===== src/rtl/sr_latch_seq_pkg.sv =====
// Shared types and constants for the S'R' latch-bank sequencer.
package sr_latch_seq_pkg;

    typedef enum logic [1:0] {
        IDLE   = 2'd0,
        PULSE  = 2'd1,
        VERIFY = 2'd2,
        GAP    = 2'd3
    } seq_state_e;

    localparam logic OP_SET   = 1'b1;
    localparam logic OP_RESET = 1'b0;

endpackage


===== src/rtl/rr_arb2.sv =====
// Two-way round-robin arbiter; the last-grant pointer moves only when a grant is issued.
module rr_arb2 (
    input  logic       clk,
    input  logic       reset,
    input  logic [1:0] req,
    output logic [1:0] gnt
);

    // last_q = 1 means B was granted last, so A wins the next tie (reset state).
    logic last_q;

    always_comb begin
        gnt = 2'b00;
        case (req)
            2'b01:   gnt = 2'b01;
            2'b10:   gnt = 2'b10;
            2'b11:   gnt = last_q ? 2'b01 : 2'b10;
            default: gnt = 2'b00;
        endcase
    end

    always_ff @(posedge clk or posedge reset) begin
        if (reset) begin
            last_q <= 1'b1;
        end else if (|gnt) begin
            last_q <= gnt[1];
        end
    end

endmodule


===== src/rtl/sr_latch_sequencer.sv =====
// Sequencer driving timed active-low set/reset pulses into a NAND S'R' latch bank.
// Optional readback check enabled by defining SR_LATCH_SEQ_VERIFY_EN.
module sr_latch_sequencer
    import sr_latch_seq_pkg::*;
#(
    parameter int N_LATCH      = 4,
    parameter int PULSE_CYCLES = 2,
    parameter int GAP_CYCLES   = 1,
    parameter int IDXW         = (N_LATCH > 1) ? $clog2(N_LATCH) : 1
) (
    input  logic               clk,
    input  logic               reset,
    input  logic               a_req,
    input  logic               a_op,
    input  logic [IDXW-1:0]    a_idx,
    output logic               a_ack,
    input  logic               b_req,
    input  logic               b_op,
    input  logic [IDXW-1:0]    b_idx,
    output logic               b_ack,
    output logic [N_LATCH-1:0] s_n,
    output logic [N_LATCH-1:0] r_n,
    input  logic [N_LATCH-1:0] q,
    output logic               busy,
    output logic               err
);

    localparam int CNT_MAX = (PULSE_CYCLES > GAP_CYCLES) ? PULSE_CYCLES : GAP_CYCLES;
    localparam int CNTW    = (CNT_MAX < 2) ? 1 : $clog2(CNT_MAX + 1);

    // Where the FSM lands after the pulse (or after an illegal-index grant).
    localparam seq_state_e     POST_STATE = (GAP_CYCLES == 0) ? IDLE : GAP;
    localparam logic [CNTW-1:0] PULSE_LOAD = CNTW'(PULSE_CYCLES - 1);
    localparam logic [CNTW-1:0] GAP_LOAD   = CNTW'((GAP_CYCLES == 0) ? 0 : GAP_CYCLES - 1);

    seq_state_e         state_q;
    logic [CNTW-1:0]    cnt_q;
    logic [IDXW-1:0]    idx_q;
    logic               exp_q;
    logic [N_LATCH-1:0] s_n_q, r_n_q;
    logic               a_ack_q, b_ack_q, busy_q, err_q;

    logic [1:0]         arb_req, gnt;
    logic               sel_op, idx_ok;
    logic [IDXW-1:0]    sel_idx;
    logic [N_LATCH-1:0] sel_mask;

    // Requests are only visible to the arbiter while idle, so the pointer moves once per grant.
    assign arb_req = (state_q == IDLE) ? {b_req, a_req} : 2'b00;

    rr_arb2 u_arb (
        .clk   (clk),
        .reset (reset),
        .req   (arb_req),
        .gnt   (gnt)
    );

    assign sel_op  = gnt[1] ? b_op  : a_op;
    assign sel_idx = gnt[1] ? b_idx : a_idx;
    assign idx_ok  = 32'(sel_idx) < 32'(N_LATCH);

    always_comb begin
        sel_mask = '0;
        for (int i = 0; i < N_LATCH; i++) begin
            sel_mask[i] = (32'(sel_idx) == 32'(i));
        end
    end

    always_ff @(posedge clk or posedge reset) begin
        if (reset) begin
            state_q <= IDLE;
            cnt_q   <= '0;
            idx_q   <= '0;
            exp_q   <= 1'b0;
            s_n_q   <= '1;
            r_n_q   <= '1;
            a_ack_q <= 1'b0;
            b_ack_q <= 1'b0;
            busy_q  <= 1'b0;
            err_q   <= 1'b0;
        end else begin
            a_ack_q <= 1'b0;
            b_ack_q <= 1'b0;
            case (state_q)
                IDLE: begin
                    if (|gnt) begin
                        a_ack_q <= gnt[0];
                        b_ack_q <= gnt[1];
                        idx_q   <= sel_idx;
                        exp_q   <= sel_op;
                        if (idx_ok) begin
                            state_q <= PULSE;
                            busy_q  <= 1'b1;
                            cnt_q   <= PULSE_LOAD;
                            s_n_q   <= (sel_op == OP_SET) ? ~sel_mask : '1;
                            r_n_q   <= (sel_op == OP_SET) ? '1 : ~sel_mask;
                        end else begin
                            err_q   <= 1'b1;
                            state_q <= POST_STATE;
                            busy_q  <= (GAP_CYCLES != 0);
                            cnt_q   <= GAP_LOAD;
                        end
                    end
                end
                PULSE: begin
                    if (cnt_q == '0) begin
                        s_n_q <= '1;
                        r_n_q <= '1;
`ifdef SR_LATCH_SEQ_VERIFY_EN
                        state_q <= VERIFY;
`else
                        state_q <= POST_STATE;
                        busy_q  <= (GAP_CYCLES != 0);
                        cnt_q   <= GAP_LOAD;
`endif
                    end else begin
                        cnt_q <= cnt_q - 1'b1;
                    end
                end
`ifdef SR_LATCH_SEQ_VERIFY_EN
                VERIFY: begin
                    // Lines have been high for a full cycle, so q has settled.
                    if (q[idx_q] != exp_q) begin
                        err_q <= 1'b1;
                    end
                    state_q <= POST_STATE;
                    busy_q  <= (GAP_CYCLES != 0);
                    cnt_q   <= GAP_LOAD;
                end
`endif
                GAP: begin
                    if (cnt_q == '0) begin
                        state_q <= IDLE;
                        busy_q  <= 1'b0;
                    end else begin
                        cnt_q <= cnt_q - 1'b1;
                    end
                end
                default: begin
                    state_q <= IDLE;
                    busy_q  <= 1'b0;
                    s_n_q   <= '1;
                    r_n_q   <= '1;
                end
            endcase
        end
    end

`ifndef SR_LATCH_SEQ_VERIFY_EN
    logic unused_readback;
    assign unused_readback = ^{q, exp_q, idx_q};
`endif

    assign s_n   = s_n_q;
    assign r_n   = r_n_q;
    assign a_ack = a_ack_q;
    assign b_ack = b_ack_q;
    assign busy  = busy_q;
    assign err   = err_q;

endmodule


===== config.mk =====
export PLATFORM = sky130hd
export DESIGN_NAME = sr_latch_sequencer
export DESIGN_NICKNAME = d
export VERILOG_FILES = /design/src/rtl/sr_latch_seq_pkg.sv /design/src/rtl/rr_arb2.sv /design/src/rtl/sr_latch_sequencer.sv
export SDC_FILE = /design/constraint.sdc
export NUM_CORES = 1
export LEC_CHECK = 0
export BUFFER_PORTS_ARGS = -buffer_cell sky130_fd_sc_hd__buf_2
export CAP_MARGIN = 20
export CORE_MARGIN = 2
export CORE_UTILIZATION = 45
export DETAILED_ROUTE_END_ITERATION = 8
export HOLD_SLACK_MARGIN = 0.15
export PLACE_DENSITY = 0.69
export SYNTH_ARGS = -nofsm -noshare
export SYNTH_HDL_FRONTEND = slang
export SYNTH_SLANG_ARGS = --single-unit

===== constraint.sdc =====
create_clock -name clk -period 2 [get_ports clk]
set_input_delay 0.4 -clock clk [delete_from_list [all_inputs] [get_ports clk]]
set_output_delay 0.4 -clock clk [all_outputs]
set_load 0.02 [all_outputs]

==> results of run 1 <==
worst paths after layout:
kind,end,cells past startpoint,from,slack (ns)
setup / recovery,r_n[2],5,cnt_q[0],0.40
hold / removal,cnt_q[0],2,reset,0.14
setup reg to reg,r_n[2],5,cnt_q[0],0.40
hold reg to reg,r_n[3],2,r_n[3],0.50
max in group asynchronous,r_n[3],2,reset,1.49
min in group clk,u_arb.last_q,2,a_req,0.34
sequential cells by signal, indices dropped and copies added (netlist names):
signal,count
cnt_q,2
a_ack,1
u_arb.last_q,1
r_n,4
state_q,1
s_n,4
busy,1
b_ack,1
worst register-to-register path, cell delays in order (launching register included):
cell and delay, ns:
dfrtp_1 0.42, inv_1 0.11, ha_1 0.24, nand2b_4 0.06, a22o_2 0.27, a222oi_1 0.39
power breakdown:
part           leakage [nW]  internal, mW  total (mW)  switching [mW]
sequential            0.169         0.404       0.480          0.0752
combinational         0.313         0.200       0.443           0.244
clock                0.0177        0.0742       0.174          0.0994
total                 0.500         0.678        1.10           0.418
cell families (layout without fill, tap and decap cells):
| logic type | Yosys count | in the layout | synth area share, % |
|---|---|---|---|
| compound gates | 17 | 17 | 18.0 |
| fa+ha+maj | 3 | 3 | 4.57 |
| buf+inv | 15 | 36 | 8.38 |
| flops | 15 | 15 | 47.1 |
| mux | 2 | 2 | 2.59 |
| other cells | 1 | 1 | 0.457 |
| simple gates | 24 | 24 | 18.9 |
layout make-up:
cell class | instances | area share, %
inverter | 12 | 4.71
clock buffer | 3 | 2.36
tap | 25 | 3.27
timing repair buffer | 20 | 10.5
multi-input combinational | 47 | 38.2
clock inverter | 1 | 0.524
sequential | 15 | 40.4
cell usage after synthesis:
cell type,n
a21bo_2,2
a21boi_0,1
a21oi_1,1
a222oi_1,8
a22o_2,1
a31oi_1,1
and2_1,1
and2b_1,1
and3_1,2
and3_2,2
and3b_1,1
buf_4,1
buf_6,1
clkbuf_2,1
conb_1,1
dfrtp_1,6
dfstp_2,9
ha_1,3
inv_1,12
mux2_2,1
mux2i_1,1
nand2b_1,1
nand2b_4,1
nor2_1,5
nor2_2,1
nor2b_1,1
nor3_1,2
nor3b_1,4
o21ai_0,2
o21ai_2,1
or2_1,1
or2b_1,1
metal layers:
metal	wire length, µm	GRT usage [%]	vias to the layer above
li1	-	-	319
met1	737	20.5	295
met2	759	27.5	21
met3	71	4.71	2
met4	12	8.33	0
met5	0	0	-
==> metrics.txt, run 1 <==
DR iter-0 viols=38; Setup TNS Final=0 ns; hold_buf cts=0; Std-Cell Rows=15; Total Routing Usage GR=16.9%; Area contributors post-synth=dfstp_2 (29%), dfrtp_1 (18%), a222oi_1 (9.8%), inv_1 (5.5%), ha_1 (4.6%); crit share post-route=80.1%; CTS H-tree depth=1; Hold WC Path Type=in -> async; Overall Power=1.10 mW; area grow syn2layout=16.5%; VDD IR-drop max=0.000537 V; area of the die=2180 µm²; peak fanout along the critical path=8; Leak Pwr=0.500 nW; Crit-path slowest cell=dfrtp_1; minimum clock period=1.60 ns; Least-Margin Pin Slew=about 0.54 ns; Crit path max-delay family=compound AO/OA/AOI/OAI gates; # port buffers=20; commonest non-fill, non-tap cell in the layout=buf_2; initial cell density of the core=47.5%; DRC=0; Overflow after GRT=0; synth warn=0; Fin Hold WS=about 0.14 ns; worst-skew pair later-pin latency=0.28 ns; outcome=completed; nature of the critical path startpoint=flop; first-pass GRT wire length=around 2400 µm; CTS Buf Count=3; crit path capture type=flop; worst setup margin=0.399 ns; final hold violation count=0; largest net degree at the start of global routing=16; post-DR vias/cell=slightly above 5; drt total wl=~1600 µm; Slew headroom=64.0%; Final Core Density=between 50% and 60%; initial antenna violation count=0; routed vias=637; Synth top area share=28.8%; number of inserted diodes=0; fin area=956 µm²; Final nets=116; clock buffer depth=2; Placed Instances=119; Synth Area per Inst=10.7 µm²; Yosys top cell by area=dfstp_2; Root Driver=clkbuf_4; critical path type=reg -> reg; IO Pins=26; DPL Wire Length=between 1000 and 1500 µm; CTS tree=yes; footprint of the multi-input gates=around 370 µm²; syn nets=94; worst path cell trace=inv_1, ha_1, nand2b_4, a22o_2, a222oi_1; WL/cell=12.8 µm; final setup fails=0; clock sinks=15; count of state elements after synthesis=15; worst path buffer plus inverter count=1; FF+latch area=387 µm²; Pwr Density=between 1000 and 1500 nW/µm²; dpl ws=0.401 ns; RSZ-0062 raised after global routing=no; post-cts resize count=0; commonest non-fill, non-tap cells in the layout=buf_2 (20), inv_1 (12), dfstp_2 (9); Clock Pin Slew Worst Setup and Hold Paths=around 0.1 ns; data arrival time of the worst path=1.78 ns; Post-Synthesis Cells=between 70 and 80; sequential share of the synthesized area=between 40% and 50%; Yosys cell types=32; fillers=168; Post-DP Area=928 µm²; max incr delay on CP=about 0.42 ns; Netlist Area Pre-Place=821 µm²; core box area=between 1500 and 2000 µm²; share of layout cells above drive strength 1=a little over two fifths; Routed Antenna Nets=0; vias in the first global route=553; postcts setup bufs=0; CP required=2.18 ns; Fmax=0.624 GHz; Clock Skew=0.00811 ns; max-capacitance violation count=0; Die H=46.7 µm; routability cong.=0.724; DR pass1 iterations=5; non-filler cells, final=123; Die W=46.7 µm; fin. max-slew vios=0
(Power assumes the default switching activity.)
==> inputs of run 2 (changes only) <==
Settings changed: CORE_UTILIZATION 45 to 44, PLACE_DENSITY 0.69 to 0.7.
Clock period 2 ns to 1.4 ns, I/O delays scaled along.
==> metrics.txt, run 2 (synthesis results as in run 1) <==
outcome=finished, violations left; failing checks=negative setup slack; routability cong.=0.729 (+0.70%); IO Pins=26 (unchanged); worst path cell trace=inv_2, ha_4, nand2b_4, a22o_4, a222oi_1; Slew headroom=62.5% (-1.5 points); largest net degree at the start of global routing=16 (unchanged); max incr delay on CP=0.40 ns (-0.02 ns); Pwr Density=1690 nW/µm² (+47%); Fmax=0.697 GHz (+12%); max-capacitance violation count=0 (unchanged); commonest non-fill, non-tap cell in the layout=buf_2; Routed Antenna Nets=0 (unchanged); fillers=165 (-1.8%); CTS Buf Count=3 (unchanged); Post-DP Area=983 µm² (+5.9%); Crit path max-delay family=compound AO/OA/AOI/OAI gates; # port buffers=20 (unchanged); DR pass1 iterations=5 (unchanged); DR iter-0 viols=29 (-24%); area of the die=2230 µm² (+2.1%); Clock Pin Slew Worst Setup and Hold Paths=0.10 ns (about the same); data arrival time of the worst path=1.61 ns (-0.17 ns); area grow syn2layout=26.5%; fin area=1040 µm² (+8.6%); Overflow after GRT=0 (unchanged); worst setup margin=-0.0352 ns (-0.434 ns); Hold WC Path Type=in -> reg; Crit-path slowest cell=dfrtp_1; fin. max-slew vios=0 (unchanged); number of inserted diodes=0 (unchanged); Die W=47.2 µm (+1.0%); Die H=47.2 µm (+1.0%); DPL Wire Length=1200 µm (-1.4%); worst path buffer plus inverter count=1 (unchanged); Total Routing Usage GR=16.8% (-0.056 points); Placed Instances=126 (+5.9%); vias in the first global route=599 (+8.3%); Overall Power=1.76 mW (+60%); nature of the critical path startpoint=flop; routed vias=674 (+5.8%); post-DR vias/cell=5.15 (-0.65%); drt total wl=1620 µm (+2.5%); initial cell density of the core=47.0% (-0.51 points); WL/cell=12.4 µm (-3.7%); clock buffer depth=2 (unchanged); sw power=642 µW (+53%); Std-Cell Rows=15 (unchanged); commonest non-fill, non-tap cells in the layout=buf_2 (20), inv_1 (10), dfstp_2 (9); first-pass GRT wire length=2510 µm (+2.8%); core box area=1750 µm² (+1.1%); Switching Share=36.6% (-1.6 points); Clock Skew=0.00639 ns (-0.00172 ns); Leak Pwr=0.537 nW (+7.4%); Fin Hold WS=0.206 ns (+0.0687 ns); dpl ws=-0.0875 ns (-0.488 ns); Root Driver=clkbuf_4; critical path type=reg -> reg; minimum clock period=1.44 ns (-0.166 ns); share of layout cells above drive strength 1=49.1% (+6.2 points); clock sinks=15 (unchanged); clock power share=14.5% (-1.3 points); CTS tree=yes; worst-skew pair later-pin latency=0.29 ns (about the same); initial antenna violation count=0 (unchanged); final setup fails=2 (+2); CTS H-tree depth=1 (unchanged); CP required=1.58 ns (-0.60 ns); DRC=0 (unchanged); VDD IR-drop max=0.000873 V (+63%); Comb pwr share=47.9% (+7.5 points); final hold violation count=0 (unchanged); internal power=1.11 mW (+64%); RSZ-0062 raised after global routing=yes; peak fanout along the critical path=8 (unchanged); crit path capture type=flop; non-filler cells, final=131 (+6.5%); Least-Margin Pin Slew=0.561 ns (+0.0220 ns); Final nets=124 (+6.9%); crit share post-route=103% (+22 points); Flop pwr share=37.6% (-6.1 points)
-- run 2: cell type report --
type                            instances  area, µm²  share of cell area [%]
Sequential cell                        15        387                    37.2
Clock inverter                          1       5.00                   0.482
Clock buffer                            3       22.5                    2.17
Timing Repair Buffer                   28        163                    15.7
Tap cell                               25       31.3                    3.01
Inverter                               12       45.0                    4.34
Multi-Input combinational cell         47        385                    37.1
-- run 2: through the flow --
stage	TNS, ns	utilization, %
finish	-0.0416	59.5
global route	-0.506	59.5
CTS	-0.0568	59.5
detailed placement	-0.443	56.3
global placement	-0.313	56.3
floorplan	0	-
-- run 2: timing repair --
| item | 4_1_cts | 5_1_grt |
|---|---|---|
| endpoints found under the setup margin | 7 | 8 |
| resized for setup | 4 | 0 |
| endpoints found under the hold margin | 6 | 0 |
| pin swaps | 1 | 6 |
| buffers inserted | 0 | 0 |
| hold buffers | 1 | 0 |
-- run 2: power groups by stage --
stage / combinational (mW) / sequential, mW / clock (mW)
floorplan: 0.481 / 0.719 / 0
global route: 0.939 / 0.676 / 0.278
global placement: 0.761 / 0.655 / 0
CTS: 0.835 / 0.660 / 0.257
detailed placement: 0.780 / 0.660 / 0
finish: 0.840 / 0.660 / 0.254
-- run 2: path summary, 6_finish.rpt --
| check | start | endpoint | slack (ns) | cells past startpoint |
|---|---|---|---|---|
| setup / recovery | cnt_q[0] | r_n[1] | -0.04 | 5 |
| hold / removal | a_req | u_arb.last_q | 0.21 | 2 |
| setup reg to reg | cnt_q[0] | r_n[1] | -0.04 | 5 |
| hold reg to reg | r_n[3] | r_n[3] | 0.49 | 2 |
| max in group asynchronous | reset | u_arb.last_q | 0.45 | 3 |
| min in group asynchronous | reset | cnt_q[1] | 0.57 | 3 |
-- run 2: layer usage --
metal | vias up | wire (µm) | track usage (%)
met4 | 0 | 28 | 8.89
met2 | 28 | 723 | 26.0
met1 | 308 | 727 | 21.3
met3 | 4 | 139 | 4.62
met5 | - | 0 | 0
li1 | 334 | - | -
